`src/rtl/decodificador_pkg.sv`:
```
// Shared definitions for the decoder block: decode table, default FIFO depth
// and the occupancy-state encoding used by the FIFO controller.
package decodificador_pkg;

  // Default number of FIFO entries (power of two, 2..16).
  localparam int DEFAULT_DEPTH = 4;

  // Decode table: the data word for code c sits at bits [4*c +: 4].
  // Listed from code F down to code 0. This is the exact inverse of the
  // 4-bit encoder, so every code maps to a unique data word.
  localparam logic [63:0] DECODE_TABLE = {
    4'h5, 4'hC, 4'hA, 4'h1,   // F E D C
    4'h7, 4'hF, 4'h2, 4'hD,   // B A 9 8
    4'h8, 4'hE, 4'h0, 4'h6,   // 7 6 5 4
    4'h9, 4'hB, 4'h4, 4'h3    // 3 2 1 0
  };

  // Occupancy states of the FIFO.
  typedef enum logic [1:0] {
    OCC_EMPTY   = 2'd0,
    OCC_PARTIAL = 2'd1,
    OCC_FULL    = 2'd2
  } occ_state_e;

  // Table lookup: received code word -> decoded data word.
  function automatic logic [3:0] decode_word(input logic [3:0] code);
    return DECODE_TABLE[{code, 2'b00} +: 4];
  endfunction

endpackage

```
`src/rtl/decodificador_fila.sv`:
```
// Fila: synchronous FIFO with an explicit occupancy FSM.
// A push into a full FIFO is accepted only when a pop happens in the same
// cycle; a pop on an empty FIFO is ignored. Head data is read combinationally
// so a word written on one edge is visible right after that edge.
module fila
  import decodificador_pkg::*;
#(
  parameter int DEPTH = DEFAULT_DEPTH,
  parameter int WIDTH = 4
) (
  input  logic             clk,
  input  logic             reset,
  input  logic             push_i,
  input  logic [WIDTH-1:0] data_i,
  input  logic             pop_i,
  output logic [WIDTH-1:0] data_o,
  output logic             full_o,
  output logic             empty_o
);

  localparam int AW = (DEPTH > 1) ? $clog2(DEPTH) : 1;
  localparam logic [AW:0] DEPTH_C = (AW+1)'(DEPTH);

  logic [WIDTH-1:0] mem_q [DEPTH];
  logic [AW-1:0]    wr_ptr_q, rd_ptr_q;
  logic [AW:0]      count_q, count_d;
  occ_state_e       state_q, state_d;
  logic             do_push, do_pop;

  assign do_pop  = pop_i && (state_q != OCC_EMPTY);
  assign do_push = push_i && ((state_q != OCC_FULL) || do_pop);

  // Storage array: written at the tail on an accepted push.
  always_ff @(posedge clk) begin
    if (do_push) begin
      mem_q[wr_ptr_q] <= data_i;
    end
  end

  // Pointers, occupancy counter and state register.
  always_ff @(posedge clk or negedge reset) begin
    if (!reset) begin
      wr_ptr_q <= '0;
      rd_ptr_q <= '0;
      count_q  <= '0;
      state_q  <= OCC_EMPTY;
    end else begin
      if (do_push) wr_ptr_q <= wr_ptr_q + AW'(1);
      if (do_pop)  rd_ptr_q <= rd_ptr_q + AW'(1);
      count_q <= count_d;
      state_q <= state_d;
    end
  end

  // Next occupancy count and occupancy-state transitions.
  always_comb begin
    count_d = count_q;
    state_d = state_q;
    case ({do_push, do_pop})
      2'b10:   count_d = count_q + (AW+1)'(1);
      2'b01:   count_d = count_q - (AW+1)'(1);
      default: count_d = count_q;
    endcase
    case (state_q)
      OCC_EMPTY: begin
        if (do_push) state_d = OCC_PARTIAL;
      end
      OCC_PARTIAL: begin
        if (do_push && !do_pop && (count_q == DEPTH_C - (AW+1)'(1))) begin
          state_d = OCC_FULL;
        end else if (do_pop && !do_push && (count_q == (AW+1)'(1))) begin
          state_d = OCC_EMPTY;
        end
      end
      OCC_FULL: begin
        if (do_pop && !do_push) state_d = OCC_PARTIAL;
      end
      default: state_d = OCC_EMPTY;
    endcase
  end

  assign data_o  = mem_q[rd_ptr_q];
  assign full_o  = (state_q == OCC_FULL);
  assign empty_o = (state_q == OCC_EMPTY);

endmodule

```
`src/rtl/decodificador.sv`:
```
// Decodificador: decodes received 4-bit code words through the shared table
// and queues the data words in a FIFO. Words arriving while the FIFO is full
// (with no simultaneous pop) are dropped and flagged by a sticky overflow bit.
module decodificador
  import decodificador_pkg::*;
#(
  parameter int DEPTH = DEFAULT_DEPTH
) (
  input  logic clk,
  input  logic reset,
  input  logic S0,
  input  logic S1,
  input  logic S2,
  input  logic S3,
  input  logic ready,
  input  logic ack,
  output logic A,
  output logic B,
  output logic C,
  output logic D,
  output logic valid,
  output logic full,
  output logic overflow
);

  logic [3:0] code_w;
  logic [3:0] data_w;
  logic [3:0] head_w;
  logic       empty_w;
  logic       overflow_q;
  logic       drop_w;

  assign code_w = {S0, S1, S2, S3};
  assign data_w = decode_word(code_w);

  fila #(
    .DEPTH (DEPTH),
    .WIDTH (4)
  ) u_fila (
    .clk     (clk),
    .reset   (reset),
    .push_i  (ready),
    .data_i  (data_w),
    .pop_i   (ack),
    .data_o  (head_w),
    .full_o  (full),
    .empty_o (empty_w)
  );

  // A word is lost only when the FIFO is full and nothing leaves this cycle.
  assign drop_w = ready && full && !ack;

  // Sticky overflow flag, cleared only by reset.
  always_ff @(posedge clk or negedge reset) begin
    if (!reset) begin
      overflow_q <= 1'b0;
    end else if (drop_w) begin
      overflow_q <= 1'b1;
    end
  end

  assign valid        = !empty_w;
  assign {A, B, C, D} = valid ? head_w : 4'b0000;
  assign overflow     = overflow_q;

endmodule
```
`config.mk`:
```
export PLATFORM = sky130hd
export DESIGN_NAME = decodificador
export DESIGN_NICKNAME = d
export VERILOG_FILES = /design/src/rtl/decodificador_pkg.sv /design/src/rtl/decodificador_fila.sv /design/src/rtl/decodificador.sv
export SDC_FILE = /design/constraint.sdc
export NUM_CORES = 1
export LEC_CHECK = 0
export ABC_AREA = 1
export BUFFER_PORTS_ARGS = -buffer_cell sky130_fd_sc_hd__buf_2
export CORE_MARGIN = 4
export CORE_UTILIZATION = 40
export DETAILED_ROUTE_END_ITERATION = 10
export GPL_ROUTABILITY_DRIVEN = 0
export PLACE_DENSITY = 0.56
export RECOVER_POWER = 100
export REMOVE_ABC_BUFFERS = 1
export SETUP_SLACK_MARGIN = 0.02
export SYNTH_ARGS = -nofsm -noshare
export SYNTH_HDL_FRONTEND = slang
export SYNTH_SLANG_ARGS = --single-unit
```
`constraint.sdc`:
```
create_clock -name clk -period 3.45 [get_ports clk]
set_input_delay 0.1725 -clock clk [delete_from_list [all_inputs] [get_ports clk]]
set_output_delay 0.1725 -clock clk [all_outputs]
set_load 0.02 [all_outputs]
```
==> results of run 1 <==
==> worst min-delay path by stage <==
stage	startpoint	to	depth (start not counted)
final	ready	u_fila.wr_ptr_q[1]	3
after global routing	ready	u_fila.wr_ptr_q[1]	3
after CTS	ack	u_fila.rd_ptr_q[0]	3
after detailed placement	reset	u_fila.state_q[0]	1
after global placement	reset	u_fila.rd_ptr_q[0]	1
after floorplan	reset	overflow	0
==> power by group <==
| group | internal (uW) | switching (uW) |
|---|---|---|
| Sequential | 410 | 68.2 |
| Clock | 82.3 | 87.1 |
| Combinational | 166 | 301 |
==> per-stage QoR <==
stage,instances,setup slack (ns)
after global placement,221,2.00
final,226,1.68
after CTS,226,1.81
after global routing,226,1.45
after detailed placement,221,1.93
after floorplan,161,1.95
==> cells in the mapped netlist (2+ instances only) <==
cell,count
nand2_1,32
nand2_4,3
o211ai_1,2
dfrtp_1,10
nor2_1,10
ha_1,14
a21oi_1,6
edfxtp_1,16
inv_1,35
nand3_1,13
xnor2_1,2
o21ai_0,6
inv_2,2
==> metal layers <==
layer | vias up | GRT usage | wire (um)
li1 | 545 | - | -
met1 | 459 | 0.161 | 1320
met2 | 17 | 0.177 | 1110
met3 | 2 | 0.0247 | 116
met4 | 0 | 0.0325 | 14
met5 | - | 0 | 0
==> cell type report <==
cell class / instances / share of cell area
clock buffers: 4 / 0.0277
inverters: 38 / 0.0908
multi-input cells: 97 / 0.354
flip-flops and latches: 26 / 0.450
well taps: 46 / 0.0354
repair buffers: 15 / 0.0423
==> cells by family after synthesis <==
group,synth area share
adder cells (fa/ha/maj),0.117
buffers and inverters,0.104
AND/OR/NAND/NOR,0.209
XOR/XNOR,0.0176
AO/OA/AOI/OAI,0.0644
flip-flops,0.488
==> critical path, stage by stage (launching register included) <==
cell and delay (ns):
dfrtp_1 0.53, inv_1 0.24, nand2_1 0.12, nand3_1 0.07, a21oi_1 0.14, clkbuf_1 0.24
==> flip-flops by register name, summed over array words and instances, names as in the netlist <==
| signal | flops |
|---|---|
| u_fila.wr_ptr_q | 2 |
| u_fila.rd_ptr_q | 2 |
| overflow | 1 |
| u_fila.mem_q | 16 |
| u_fila.state_q | 2 |
| u_fila.count_q | 3 |
==> results.ini, run 1 <==
[worst_setup_path]
cp-start-kind=flop
r2r-end=u_fila.count_q[2]
reg2regPathDepth=9
critPathCapture=C
arrival_ns=1.60
r2r-start=u_fila.state_q[1]
end_kind=output pin
worstPathRequired_ns=3.28
cp_max_fo=10
r2r_slack_ns=1.70
criticalPathCategory=reg -> out
startpoint=u_fila.rd_ptr_q[0]

[route]
vias=1023
drc=0
drt_wl_total_um=2570
drt_iter0_markers=46
detail-route-antenna-nets=0
vias_per_cell=4.53
dr.pass1.iters=4
wl_per_cell_um=11.4

[cts]
cts.repair_timing.setup_buffer_count=0
cts_sinks=26
cts_tree=built
htree_levels=1
path_clk_slew_ns=0.08
post_cts_resized=0
hold_buffers=1
clockBufferDepth=2
cts_made_buffers=3
cts_root_buffer=clkbuf_8
clk_latency_ns=0.26

[synth]
synth_top_cell_by_area=edfxtp_1
netlist_instances=162
yosys.cell_types.count=24
synth_top_area_share=0.321
synth_area_sq_um=1500
synth-edff-count=16
yosysSeqAreaShare=0.488
synthArstFlopShare=0.385
synth_ff_type=edfxtp_1
synth_seq_cells=26
yosysWarnings=0
yosys-top-cells-area=edfxtp_1 32%, dfrtp_1 17%, ha_1 12%
syn_area_per_cell_sq_um=9.24

[power_and_ir_drop]
power.total_uw=1110
p_leak_uw=0.000795
ir_drop_v=0.000280
p_per_area_nw_per_um2=686

[grt]
grt_pass1_wl_um=4620
antenna_found_initial=0
overflow=0
grtUsageTotal=0.115
grt_pass1_vias=1043
grt_max_degree=15

[floorplanning]
die_y_um=69.2
initial_utilization=0.431
die-area_sq_um=4780
ioPinCount=15
die_w_um=69.2
core_area_sq_um=3470
fp-row-count=21

[final_layout]
fin_util=0.469
multi_input_area_sq_um=576
fin_area_sq_um=1630
final_common_cell=inv_1
insertedDiodeCount=0
final_cell_mix=36 x inv_1, 34 x nand2_1, 16 x edfxtp_1, 14 x ha_1, 13 x nand3_1
fillers=357
regArea_sq_um=731
layout-drive-gt1-share=0.0722
final_net_count=203
area_growth_syn_to_layout_pct=8.61

[run]
maxCapViolations=0

[sta]
finalClockSkew_ns=0.00281
relSlewSlack=0.608
whs_ns=0.205
tightest_slew_ns=0.588
hold_viol=0
period_share=0.513
fmax_mhz=565
min_period_ns=1.77
tns_ns=0
setup_viol=0
rsz0062_at_grt=no
drv_slew=0

[min_path]
hold_class=in -> reg

[run_status]
status=completed

[placement]
postPlaceCellArea_sq_um=1620
port_buffers=14
post-dp-hpwl_um=2110

Note: power is estimated with default switching activity, not from simulation.
==> run 2: changes to the inputs <==
Clock period 3.45 ns to 1.8 ns, I/O delays scaled along.
==> run 2 against run 1 <==
Non-clock buffer count unchanged. First-iteration DRC count down 30%. Critical path depth unchanged. Via count up 0.29%. Cell count unchanged. Critical path type unchanged. Largest power group unchanged. Highest routed layer unchanged.
==> results.ini, run 2 (synthesis results as in run 1) <==
[sta]
fmax_mhz=613
tns_ns=0
setup_viol=0
period_share=0.906
tightest_slew_ns=0.561
fin_ws_ns=0.170
relSlewSlack=0.626
min_period_ns=1.63
rsz0062_at_grt=no
hold_viol=0
finalClockSkew_ns=0.00466
drv_slew=0

[min_path]
hold_class=in -> reg

[cts]
path_clk_slew_ns=0.09
cts_root_buffer=clkbuf_8
cts_tree=built
clockBufferDepth=2
cts_sinks=26
cts_made_buffers=3
htree_levels=1
clk_latency_ns=0.26

[route]
detail-route-antenna-nets=0
dr.pass1.iters=4
drt_wl_total_um=2610
drc=0
drt_iter0_markers=32
vias_per_cell=4.54
vias=1026
wl_per_cell_um=11.5

[worst_setup_path]
end_kind=output pin
cp_slowest_cell=dfrtp_1
cp_max_fo=10
max_stage_delay_ns=0.55
arrival_ns=1.54
criticalPathCategory=reg -> out
path_cells=inv_2, nand2_1, nand3_1, a21oi_1, clkbuf_1
cp-start-kind=flop
worstPathRequired_ns=1.71

[final_layout]
insertedDiodeCount=0
final_common_cell=inv_1
reg_top3=u_fila.mem_q: 16 flops, u_fila.count_q: 3 flops
final_net_count=203
regMostFlops=u_fila.mem_q
final_cell_mix=35 x inv_1, 32 x nand2_1, 16 x edfxtp_1, 14 x ha_1, 13 x nand3_1
largest_register_ffs=16
layout-drive-gt1-share=0.100
fillers=359
area_growth_syn_to_layout_pct=10.8

[grt]
grtUsageTotal=0.115
met2_usage=0.171
gr-max-usage-layer=met2
grt_pass1_wl_um=4570
grt_pass1_vias=1017
grt_util_met3=0.0262
overflow=0
met1_usage=0.164
antenna_found_initial=0
grt_max_degree=15

[power_and_ir_drop]
seqPwrFrac=0.428
p_per_area_nw_per_um2=1300
power_frac_clock=0.152
p_sw_uw=892
p_leak_uw=0.000808
ir_drop_v=0.000452
pwr-share-comb=0.419
power.total_uw=2160
p_sw_frac=0.413
p_int_uw=1270

[floorplanning]
ioPinCount=15
fp-row-count=21
die_y_um=69.2
die_w_um=69.2
initial_utilization=0.431
core_area_sq_um=3470
die-area_sq_um=4780

[placement]
post-dp-hpwl_um=2120
port_buffers=14
dp_slack_ns=0.290

[run_status]
status=completed

[run]
maxCapViolations=0

## run 2: stage by stage
| stage | cells | cell area [sq um] | utilization | hold slack (ns) |
|---|---|---|---|---|
| after CTS | 226 | 1670 | 0.482 | 0.149 |
| final | 226 | 1660 | 0.478 | 0.139 |
| after detailed placement | 221 | 1620 | 0.466 | -0.0320 |
| after floorplan | 161 | 1490 | - | -0.206 |
| after global routing | 226 | 1660 | 0.478 | 0.135 |
| after global placement | 221 | 1620 | 0.466 | -0.0387 |
## run 2: path summary, 6_finish.rpt
check / slack [ns] / from / depth (start not counted) / end
max reg2reg: 0.28 / u_fila.state_q[1] / 9 / u_fila.count_q[2]
min reg2reg: 0.49 / overflow / 1 / overflow
min: 0.14 / ack / 3 / u_fila.rd_ptr_q[0]
max: 0.17 / u_fila.rd_ptr_q[0] / 5 / D
min in group asynchronous: 0.31 / reset / 2 / u_fila.rd_ptr_q[1]
max in group asynchronous: 1.12 / reset / 2 / u_fila.wr_ptr_q[1]
## run 2: routing by layer
| layer | routed length, um | part of all wire | vias up |
|---|---|---|---|
| li1 | - | - | 544 |
| met1 | 1330 | 0.51 | 461 |
| met2 | 1140 | 0.44 | 16 |
| met3 | 109 | 0.042 | 5 |
| met4 | 31 | 0.012 | 0 |
| met5 | 0 | 0 | - |
## run 2: area by class of cell
type | count | area (sq um) | share of cell area
Multi-Input combinational cell | 97 | 607 | 0.366
Sequential cell | 26 | 731 | 0.441
Tap cell | 46 | 57.6 | 0.0347
Clock buffer | 4 | 45.0 | 0.0272
Timing Repair Buffer | 15 | 70.1 | 0.0423
Inverter | 38 | 148 | 0.0891
## run 2: worst max-delay path, delay by kind of cell, from the launching register on
kind,cells,cell delay (ns)
AOI/OAI and AO/OA,1,0.15
buffers and inverters,2,0.41
DFF,1,0.55
and+or+nand+nor,2,0.16
## run 2: power by group through the flow
| stage | Sequential [uW] | Combinational (uW) | Clock [uW] |
|---|---|---|---|
| 6_report | 925 | 906 | 329 |
| 4_1_cts | 926 | 950 | 337 |
| 2_1_floorplan | 914 | 698 | 0 |
| 3_3_place_gp | 936 | 925 | 0 |
| 3_5_place_dp | 940 | 943 | 0 |
| 5_1_grt | 944 | 1040 | 363 |
## run 2: repair_timing
| action | in CTS | in global routing |
|---|---|---|
| gates resized for setup | 0 | 0 |
| buffers inserted | 0 | 0 |
| endpoints found under the hold margin | 10 | 0 |
| hold buffers | 1 | 0 |
| endpoints found under the setup margin | 0 | 0 |
